## src/rtl/pipe_scroller.sv

```systemverilog
// ============================================================================
// Module  : pipe_scroller
// Purpose : Scrolls one pipe left once per frame, drives the gap-ROM index,
//           latches the gap Y, and raises a pass pulse and saturating score.
// Config  : PIPE_RANDOM_EN selects LFSR-chosen ROM index on wrap
//           (default: sequential index).
// Rev     : 1.0
// ============================================================================
`default_nettype none

module pipe_scroller #(
  parameter int SCREEN_W = 640,
  parameter int STEP     = 2,
  parameter int BIRD_X   = 160
) (
  input  logic       clk,
  input  logic       reset,
  input  logic       frame_tick,
  input  logic       start,
  input  logic       stop,
  input  logic [9:0] rom_y,
  output logic [1:0] rom_idx,
  output logic [9:0] pipe_x,
  output logic [9:0] gap_y,
  output logic       pass,
  output logic [7:0] score,
  output logic       running
);

  localparam logic [9:0] SCREEN_W_10 = 10'(SCREEN_W);
  localparam logic [9:0] STEP_10     = 10'(STEP);
  localparam logic [9:0] BIRD_X_10   = 10'(BIRD_X);

  typedef enum logic [1:0] {
    IDLE = 2'd0,
    LOAD = 2'd1,
    RUN  = 2'd2,
    HALT = 2'd3
  } state_t;

  state_t     state_q,   state_d;
  logic [9:0] pipe_x_q,  pipe_x_d;
  logic [9:0] gap_y_q,   gap_y_d;
  logic [1:0] rom_idx_q, rom_idx_d;
  logic       pass_q,    pass_d;
  logic [7:0] score_q,   score_d;
  logic       running_q, running_d;

  logic [9:0] pipe_x_dec;
  logic [1:0] next_idx;

  assign pipe_x_dec = pipe_x_q - STEP_10;

`ifdef PIPE_RANDOM_EN
  logic [7:0] lfsr_q, lfsr_d;

  // x^8+x^6+x^5+x^4+1, shifting toward the MSB
  assign lfsr_d   = {lfsr_q[6:0], lfsr_q[7] ^ lfsr_q[5] ^ lfsr_q[4] ^ lfsr_q[3]};
  assign next_idx = lfsr_q[1:0];

  always_ff @(posedge clk) begin
    if (reset) begin
      lfsr_q <= 8'h01;
    end else begin
      lfsr_q <= lfsr_d;
    end
  end
`else
  assign next_idx = rom_idx_q + 2'd1;
`endif

  always_comb begin
    state_d   = state_q;
    pipe_x_d  = pipe_x_q;
    gap_y_d   = gap_y_q;
    rom_idx_d = rom_idx_q;
    pass_d    = 1'b0;
    score_d   = score_q;

    case (state_q)
      IDLE, HALT: begin
        if (start) begin
          state_d  = LOAD;
          score_d  = 8'd0;
          pipe_x_d = SCREEN_W_10;
        end
      end
      LOAD: begin
        // rom_y already reflects the registered rom_idx; frame_tick is ignored here
        gap_y_d = rom_y;
        state_d = RUN;
      end
      RUN: begin
        if (stop) begin
          state_d = HALT;
        end else if (frame_tick) begin
          if (pipe_x_q < STEP_10) begin
            pipe_x_d  = SCREEN_W_10;
            rom_idx_d = next_idx;
            state_d   = LOAD;
          end else begin
            pipe_x_d = pipe_x_dec;
            if ((pipe_x_q >= BIRD_X_10) && (pipe_x_dec < BIRD_X_10)) begin
              pass_d  = 1'b1;
              score_d = (score_q == 8'hFF) ? score_q : score_q + 8'd1;
            end
          end
        end
      end
      default: state_d = IDLE;
    endcase

    running_d = (state_d == LOAD) || (state_d == RUN);
  end

  always_ff @(posedge clk) begin
    if (reset) begin
      state_q   <= IDLE;
      pipe_x_q  <= SCREEN_W_10;
      gap_y_q   <= 10'd0;
      rom_idx_q <= 2'd0;
      pass_q    <= 1'b0;
      score_q   <= 8'd0;
      running_q <= 1'b0;
    end else begin
      state_q   <= state_d;
      pipe_x_q  <= pipe_x_d;
      gap_y_q   <= gap_y_d;
      rom_idx_q <= rom_idx_d;
      pass_q    <= pass_d;
      score_q   <= score_d;
      running_q <= running_d;
    end
  end

  assign rom_idx = rom_idx_q;
  assign pipe_x  = pipe_x_q;
  assign gap_y   = gap_y_q;
  assign pass    = pass_q;
  assign score   = score_q;
  assign running = running_q;

endmodule

`default_nettype wire
```

## config.mk

```make
export PLATFORM = sky130hd
export DESIGN_NAME = pipe_scroller
export DESIGN_NICKNAME = d
export VERILOG_FILES = /design/src/rtl/pipe_scroller.sv
export SDC_FILE = /design/constraint.sdc
export NUM_CORES = 1
export LEC_CHECK = 0
export BUFFER_PORTS_ARGS = -buffer_cell sky130_fd_sc_hd__clkbuf_2
export CELL_PAD_IN_SITES_DETAIL_PLACEMENT = 0
export CELL_PAD_IN_SITES_GLOBAL_PLACEMENT = 1
export CORE_MARGIN = 3
export CORE_UTILIZATION = 41
export DETAILED_ROUTE_END_ITERATION = 10
export PLACE_DENSITY = 0.85
export SYNTH_ARGS = -nofsm -noshare
export SYNTH_HDL_FRONTEND = slang
export SYNTH_SLANG_ARGS = --single-unit
```

## constraint.sdc

```tcl
create_clock -name clk -period 5.8 [get_ports clk]
set_clock_uncertainty 0.1 [all_clocks]
set_input_delay 1.16 -clock clk [delete_from_list [all_inputs] [get_ports clk]]
set_output_delay 1.16 -clock clk [all_outputs]
set_load 0.02 [all_outputs]
```

==> results.ini, run 1 <==
[sta]
slew_headroom = 0.585
fmax_ghz = 0.378
tns_ns = 0
final-setup-viol-count = 0
tightest_slew_ns = 0.622
finalCritPeriodShare = 0.456
hold_viol = 0
post-route-min-period_ns = 2.64
rsz0062_at_grt = no
final_max_slew_viol_count = 0

[critical_path]
worst-path-max-fanout = 8
setup.worst_path.start_class = primary input
arrival_ns = 2.77
timing.critical_path.required_ns = 5.93
critPathKind = primary input to register
crit_path_end_kind = register

[cts]
postCtsSetupBuffers = 0
numCtsBuffers = 5
clock-root-buffer = clkbuf_8
clk_pin_slew_worst_paths_ns = 0.07
clockBufferDepth = 2
cts_tree = yes
cts.repair.resized = 0
cts.htree.levels = 2
clock-sinks = 33
post_cts_hold_buffer_count = 0
worst_skew_pair.late_latency_ns = 0.29

[logic_synthesis]
yosys.area.top_type = dfxtp_1
synthArstFlopShare = 0
netlist-cell-type-count = 51
synth_edf_count = 0
netlist_top_cells_count = 33 x dfxtp_1, 23 x nor2_1, 17 x nand2_1
synth_ff_type = dfxtp_1
postSynthRegisterBits = 33
synth.area.top_cells = dfxtp_1 37%, mux2i_1 7.8%, nor2_1 4.8%, nand2_1 3.6%, a21oi_1 3.1%
most_common_cell_in_the_netlist = dfxtp_1
syn_area_per_cell_um2 = 8.71
synth_top_area_frac = 0.368
synth.net_count = 225
yosys_warnings = 0
netlist_area_um2 = 1790
share_of_the_yosys_chip_area_belonging_to_registers = 0.368
post_synth_inst_count = 206

[hold_path]
min-delay-path-class = register to register

[pwr]
power_frac_seq = 0.329
p_leak_uw = 0.000823
ir_worst_vdd_v = 0.000261
swShare = 0.422
p_sw_uw = 384
share_clk_of_total_power = 0.197
cellPowerDensity_nw_per_um2 = 431
comb_power_share = 0.474
p_int_uw = 525

[run_status]
outcome = finished clean

[grt]
busiest_layer = met2
global_route.usage.met2 = 0.245
grt_pass1_wl_um = 6760
grt_util_all_layers = 0.161
antenna_found_initial = 0
groute.layer.met1.usage = 0.221
grt_overflow_total = 0
gr-usage-met3 = 0.0485
grt_start_max_net_pins = 28
first_global_vias = 1454

[detailed_routing]
drt_initial_violations = 96
detail_route.drc_violations = 0
firstDrtPassIters = 4
finalWirelength_um = 4090
wl_per_cell_um = 13.7
route.detailed.vias_per_inst = 5.48
vias = 1633
route.antenna.remaining_nets = 0

[floorplanning]
row_count = 23
num_io_pins = 47
core_area_um2 = 4120
fp.dieArea_um2 = 5210
chipHeight_um = 72.2
die_w_um = 72.2
initial_core_util = 0.436

[cells_and_area]
areaGrowthSynthToFinish_pct = 17.6
final.fill_count = 419
share_of_layout_cells_above_drive_strength_1 = 0.250
final_area_um2 = 2110
final_layout_net_count = 267
multi_input_area_um2 = 1040
ff_latch_area_um2 = 661
antenna-diode-count = 0

[place]
port-buffer-count = 45
detailed_place_hpwl_um = 3000
post_dp_cell_area_um2 = 2020
routabilityCongestion = 0.873

[flow_run]
maxCapViolations = 0

-- through the flow --
| stage | util | instances | setup WS, ns | hold WS (ns) | power [uW] |
|---|---|---|---|---|---|
| final | 0.513 | 298 | 3.16 | 0.392 | 909 |
| after global routing | 0.513 | 298 | 3.04 | 0.415 | 973 |
| after CTS | 0.513 | 298 | 3.14 | 0.399 | 915 |
| after detailed placement | 0.492 | 291 | 2.83 | 0.385 | 736 |
| after global placement | 0.492 | 291 | 2.89 | 0.377 | 735 |
| after floorplan | - | 206 | 3.10 | 0.450 | 652 |
-- cell type report --
cell class,instances,share of cell area
Inverter,8,0.0142
Timing Repair Buffer,45,0.107
Sequential cell,33,0.313
Clock buffer,7,0.0409
Tap cell,50,0.0297
Multi-Input combinational cell,155,0.495
-- registers in the layout, summed over array words and instances (netlist names) --
signal / flops
pipe_x: 9
state_q: 2
rom_idx: 2
pass: 1
gap_y: 10
running: 1
score: 8
-- power groups by stage --
stage,clock [uW],sequential (uW),combinational (uW)
after floorplan,0,325,327
after global placement,0,303,432
after detailed placement,0,303,433
after CTS,182,298,434
after global routing,192,304,477
final,179,299,431
-- final timing paths --
kind	from	endpoint	slack, ns	cells after the start
max	stop	score[6]$_SDFFE_PP0P_	3.16	6
min	gap_y[5]$_SDFFE_PP0N_	gap_y[5]$_SDFFE_PP0N_	0.39	2
max reg2reg	state_q[0]$_SDFF_PP0_	score[6]$_SDFFE_PP0P_	3.29	7
min reg2reg	gap_y[5]$_SDFFE_PP0N_	gap_y[5]$_SDFFE_PP0N_	0.39	2
-- kinds of logic after synthesis --
| group | synth area share |
|---|---|
| other | 0.00209 |
| AOI/OAI and AO/OA | 0.162 |
| DFF | 0.368 |
| buffers and inverters | 0.0495 |
| muxes | 0.0781 |
| adders and majority gates | 0.0279 |
| xor gates and xnor gates | 0.0391 |
| and+or+nand+nor | 0.273 |
-- per-layer routing --
layer,wire length [um],up-vias
li1,-,821
met1,1950,755
met2,1800,52
met3,284,5
met4,48,0
met5,0,-
-- layout by cell type (no fill, tap or decap), types with 4 or more instances in the layout --
cell / n
dfxtp_1: 33
nor2_1: 23
nand4_1: 6
mux2i_1: 14
clkbuf_8: 6
a21oi_1: 11
ha_1: 4
nor3_1: 7
or4_1: 4
nand3_1: 6
inv_1: 8
nor4_1: 5
nand2_1: 17
clkbuf_2: 45
o21ai_0: 4
xnor2_1: 6
-- critical path, stage by stage --
cell and delay (ns):
clkbuf_2 0.10, nand2b_1 0.22, a211oi_4 0.43, nand3_2 0.19
or4_1 0.53, a21oi_1 0.14
Power figures use the tool's default switching activity.
==> inputs of run 2 (changes only) <==
--- a/config.mk
+++ b/config.mk
@@ -9,9 +9,9 @@
 export CELL_PAD_IN_SITES_DETAIL_PLACEMENT = 0
 export CELL_PAD_IN_SITES_GLOBAL_PLACEMENT = 1
 export CORE_MARGIN = 3
-export CORE_UTILIZATION = 41
+export CORE_UTILIZATION = 38
 export DETAILED_ROUTE_END_ITERATION = 10
-export PLACE_DENSITY = 0.85
+export PLACE_DENSITY = 0.8
 export SYNTH_ARGS = -nofsm -noshare
 export SYNTH_HDL_FRONTEND = slang
 export SYNTH_SLANG_ARGS = --single-unit
==> constraint.sdc (replaced) <==
create_clock -name clk -period 2.5 [get_ports clk]
set_clock_uncertainty 0.1 [all_clocks]
set_input_delay 0.5 -clock clk [delete_from_list [all_inputs] [get_ports clk]]
set_output_delay 0.5 -clock clk [all_outputs]
set_load 0.02 [all_outputs]
==> run 2 against run 1 <==
Wire length rose by 5.8%. Non-clock buffer count rose by 7. First-iteration DRC count rose by 33%. Combinational power rose to 2.6 times the previous value. Power rose by 140%. Critical path depth rose by 1. Sequential share of layout area fell by 0.78 points. Clock power rose by 120%. Design area rose by 2.6%. Sequential power rose by 130%. Register-to-register slack got worse by 3.1 ns. Count of clock-buffer cells in the layout fell by 1. Largest power group unchanged.
==> results.ini, run 2 (synthesis results as in run 1) <==
[cts]
clk_pin_slew_worst_paths_ns = 0.07  ; about the same
numCtsBuffers = 5  ; unchanged
cts_tree = yes
cts.htree.levels = 2  ; unchanged
clock-sinks = 33  ; unchanged
clockBufferDepth = 2  ; unchanged
worst_skew_pair.late_latency_ns = 0.28  ; about the same
clock-root-buffer = clkbuf_8

[detailed_routing]
drt_initial_violations = 128  ; +33%
finalWirelength_um = 4330  ; +5.8%
vias = 1654  ; +1.3%
detail_route.drc_violations = 0  ; unchanged
firstDrtPassIters = 4  ; unchanged
wl_per_cell_um = 14.0  ; +2.4%
route.detailed.vias_per_inst = 5.37  ; -2.0%
route.antenna.remaining_nets = 0  ; unchanged

[grt]
antenna_found_initial = 0  ; unchanged
grt_util_all_layers = 0.169  ; +0.00784
grt_overflow_total = 0  ; unchanged
grt_pass1_wl_um = 7400  ; +9.4%
first_global_vias = 1602  ; +10%
grt_start_max_net_pins = 19  ; -32%

[pwr]
ir_worst_vdd_v = 0.000453  ; +73%
cellPowerDensity_nw_per_um2 = 1010  ; +130%
p_leak_uw = 0.000857  ; +4.2%
design_power_total_uw = 2180  ; +140%

[floorplanning]
core_area_um2 = 4440  ; +8.0%
initial_core_util = 0.404  ; -0.0323
fp.dieArea_um2 = 5580  ; +7.2%
die_w_um = 74.7  ; +3.6%
chipHeight_um = 74.7  ; +3.6%
num_io_pins = 47  ; unchanged
row_count = 24  ; +4.3%

[sta]
fmax_ghz = 0.429
slew_headroom = 0.570  ; -0.0153
finalCritPeriodShare = 0.932
final_max_slew_viol_count = 0  ; unchanged
hold_viol = 0  ; unchanged
tns_ns = 0  ; unchanged
tightest_slew_ns = 0.642  ; +0.0199 ns
final-setup-viol-count = 0  ; unchanged
post-route-min-period_ns = 2.33
rsz0062_at_grt = no

[critical_path]
setup.worst_path.start_class = register
worst-path-max-fanout = 7  ; -1
arrival_ns = 2.45  ; -0.32 ns
critPathKind = register to register
r2r-end = score[6]$_SDFFE_PP0P_
timing.rr.start = state_q[0]$_SDFF_PP0_
crit_path_end_kind = register
worstRegToRegCells = 7  ; unchanged
timing.critical_path.required_ns = 2.62  ; -3.31 ns
rrSetupSlack_ns = 0.17  ; -3.12 ns

[hold_path]
min_delay_worst_endpoint = gap_y[9]$_SDFFE_PP0N_
holdCritStartpoint = rom_y[9]
whs_path_depth = 3  ; +1
min-delay-path-class = primary input to register

[place]
detailed_place_hpwl_um = 3240  ; +8.0%
routabilityCongestion = 0.829  ; -5.0%
port-buffer-count = 45  ; unchanged

[run_status]
outcome = finished clean

[cells_and_area]
share_of_layout_cells_above_drive_strength_1 = 0.277  ; +0.0273
areaGrowthSynthToFinish_pct = 20.6
antenna-diode-count = 0  ; unchanged
largest_reg_flops = 10  ; unchanged
final_layout_net_count = 274  ; +2.6%
most_frequent_cells_in_the_layout = 45 x clkbuf_2, 33 x dfxtp_1, 23 x nor2_1
layout.cells.most_common = clkbuf_2

[flow_run]
maxCapViolations = 0  ; unchanged

[run 2: layer usage]
layer,GRT usage,routed length (um),vias up,part of all wire
met5,0,0,-,0
met4,0.0474,52,0,0.012
met3,0.0507,285,6,0.066
met2,0.264,1890,54,0.44
met1,0.227,2100,751,0.48
li1,-,-,843,-
[run 2: worst max-delay path by stage]
stage / endpoint / slack [ns] / depth (start not counted) / from
after floorplan: score[6]$_SDFFE_PP0P_ / 0.33 / 7 / state_q[0]$_SDFF_PP0_
after global placement: score[6]$_SDFFE_PP0P_ / 0.19 / 7 / state_q[0]$_SDFF_PP0_
after detailed placement: score[6]$_SDFFE_PP0P_ / 0.11 / 7 / state_q[0]$_SDFF_PP0_
after CTS: score[6]$_SDFFE_PP0P_ / 0.08 / 7 / state_q[0]$_SDFF_PP0_
after global routing: score[6]$_SDFFE_PP0P_ / 0.007 / 7 / state_q[0]$_SDFF_PP0_
final: score[6]$_SDFFE_PP0P_ / 0.17 / 7 / state_q[0]$_SDFF_PP0_
[run 2: layout make-up]
type | count | area (um^2)
well taps | 52 | 65.1
clock buffers | 6 | 72.6
multi-input cells | 155 | 1050
flip-flops and latches | 33 | 661
clock inverters | 2 | 10.0
repair buffers | 52 | 278
inverters | 8 | 30.0
fillers | 454 | 2280
[run 2: critical path, cell delays in order (launching register included)]
cell      delay, ns
dfxtp_1        0.36
inv_1          0.07
ha_2           0.33
nor2b_1        0.20
a211oi_4       0.35
nand3_2        0.18
or4_1          0.53
a21oi_1        0.16
[run 2: stage by stage]
stage / setup slack [ns] / utilization / instance area, um^2 / instances / hold WS (ns)
global route: 0.00690 / 0.487 / 2160 / 308 / 0.372
global placement: 0.190 / 0.464 / 2060 / 298 / 0.374
floorplan: 0.332 / - / 1790 / 206 / 0.450
finish: 0.170 / 0.487 / 2160 / 308 / 0.349
detailed placement: 0.114 / 0.464 / 2060 / 298 / 0.382
CTS: 0.0832 / 0.483 / 2150 / 306 / 0.342
[run 2: what timing repair did]
action / 4_1_cts / 5_1_grt
hold buffers: 0 / 0
buffers inserted: 0 / 2
hold endpoints to repair: 0 / 0
setup endpoints to repair: 0 / 1
gates resized for setup: 0 / 1
[run 2: power by group]
group,leakage (uW),switching [uW],internal (uW)
combinational,0.000544,638,461
clock,0.0000450,198,193
sequential,0.000268,82.5,609
total,0.000857,919,1260
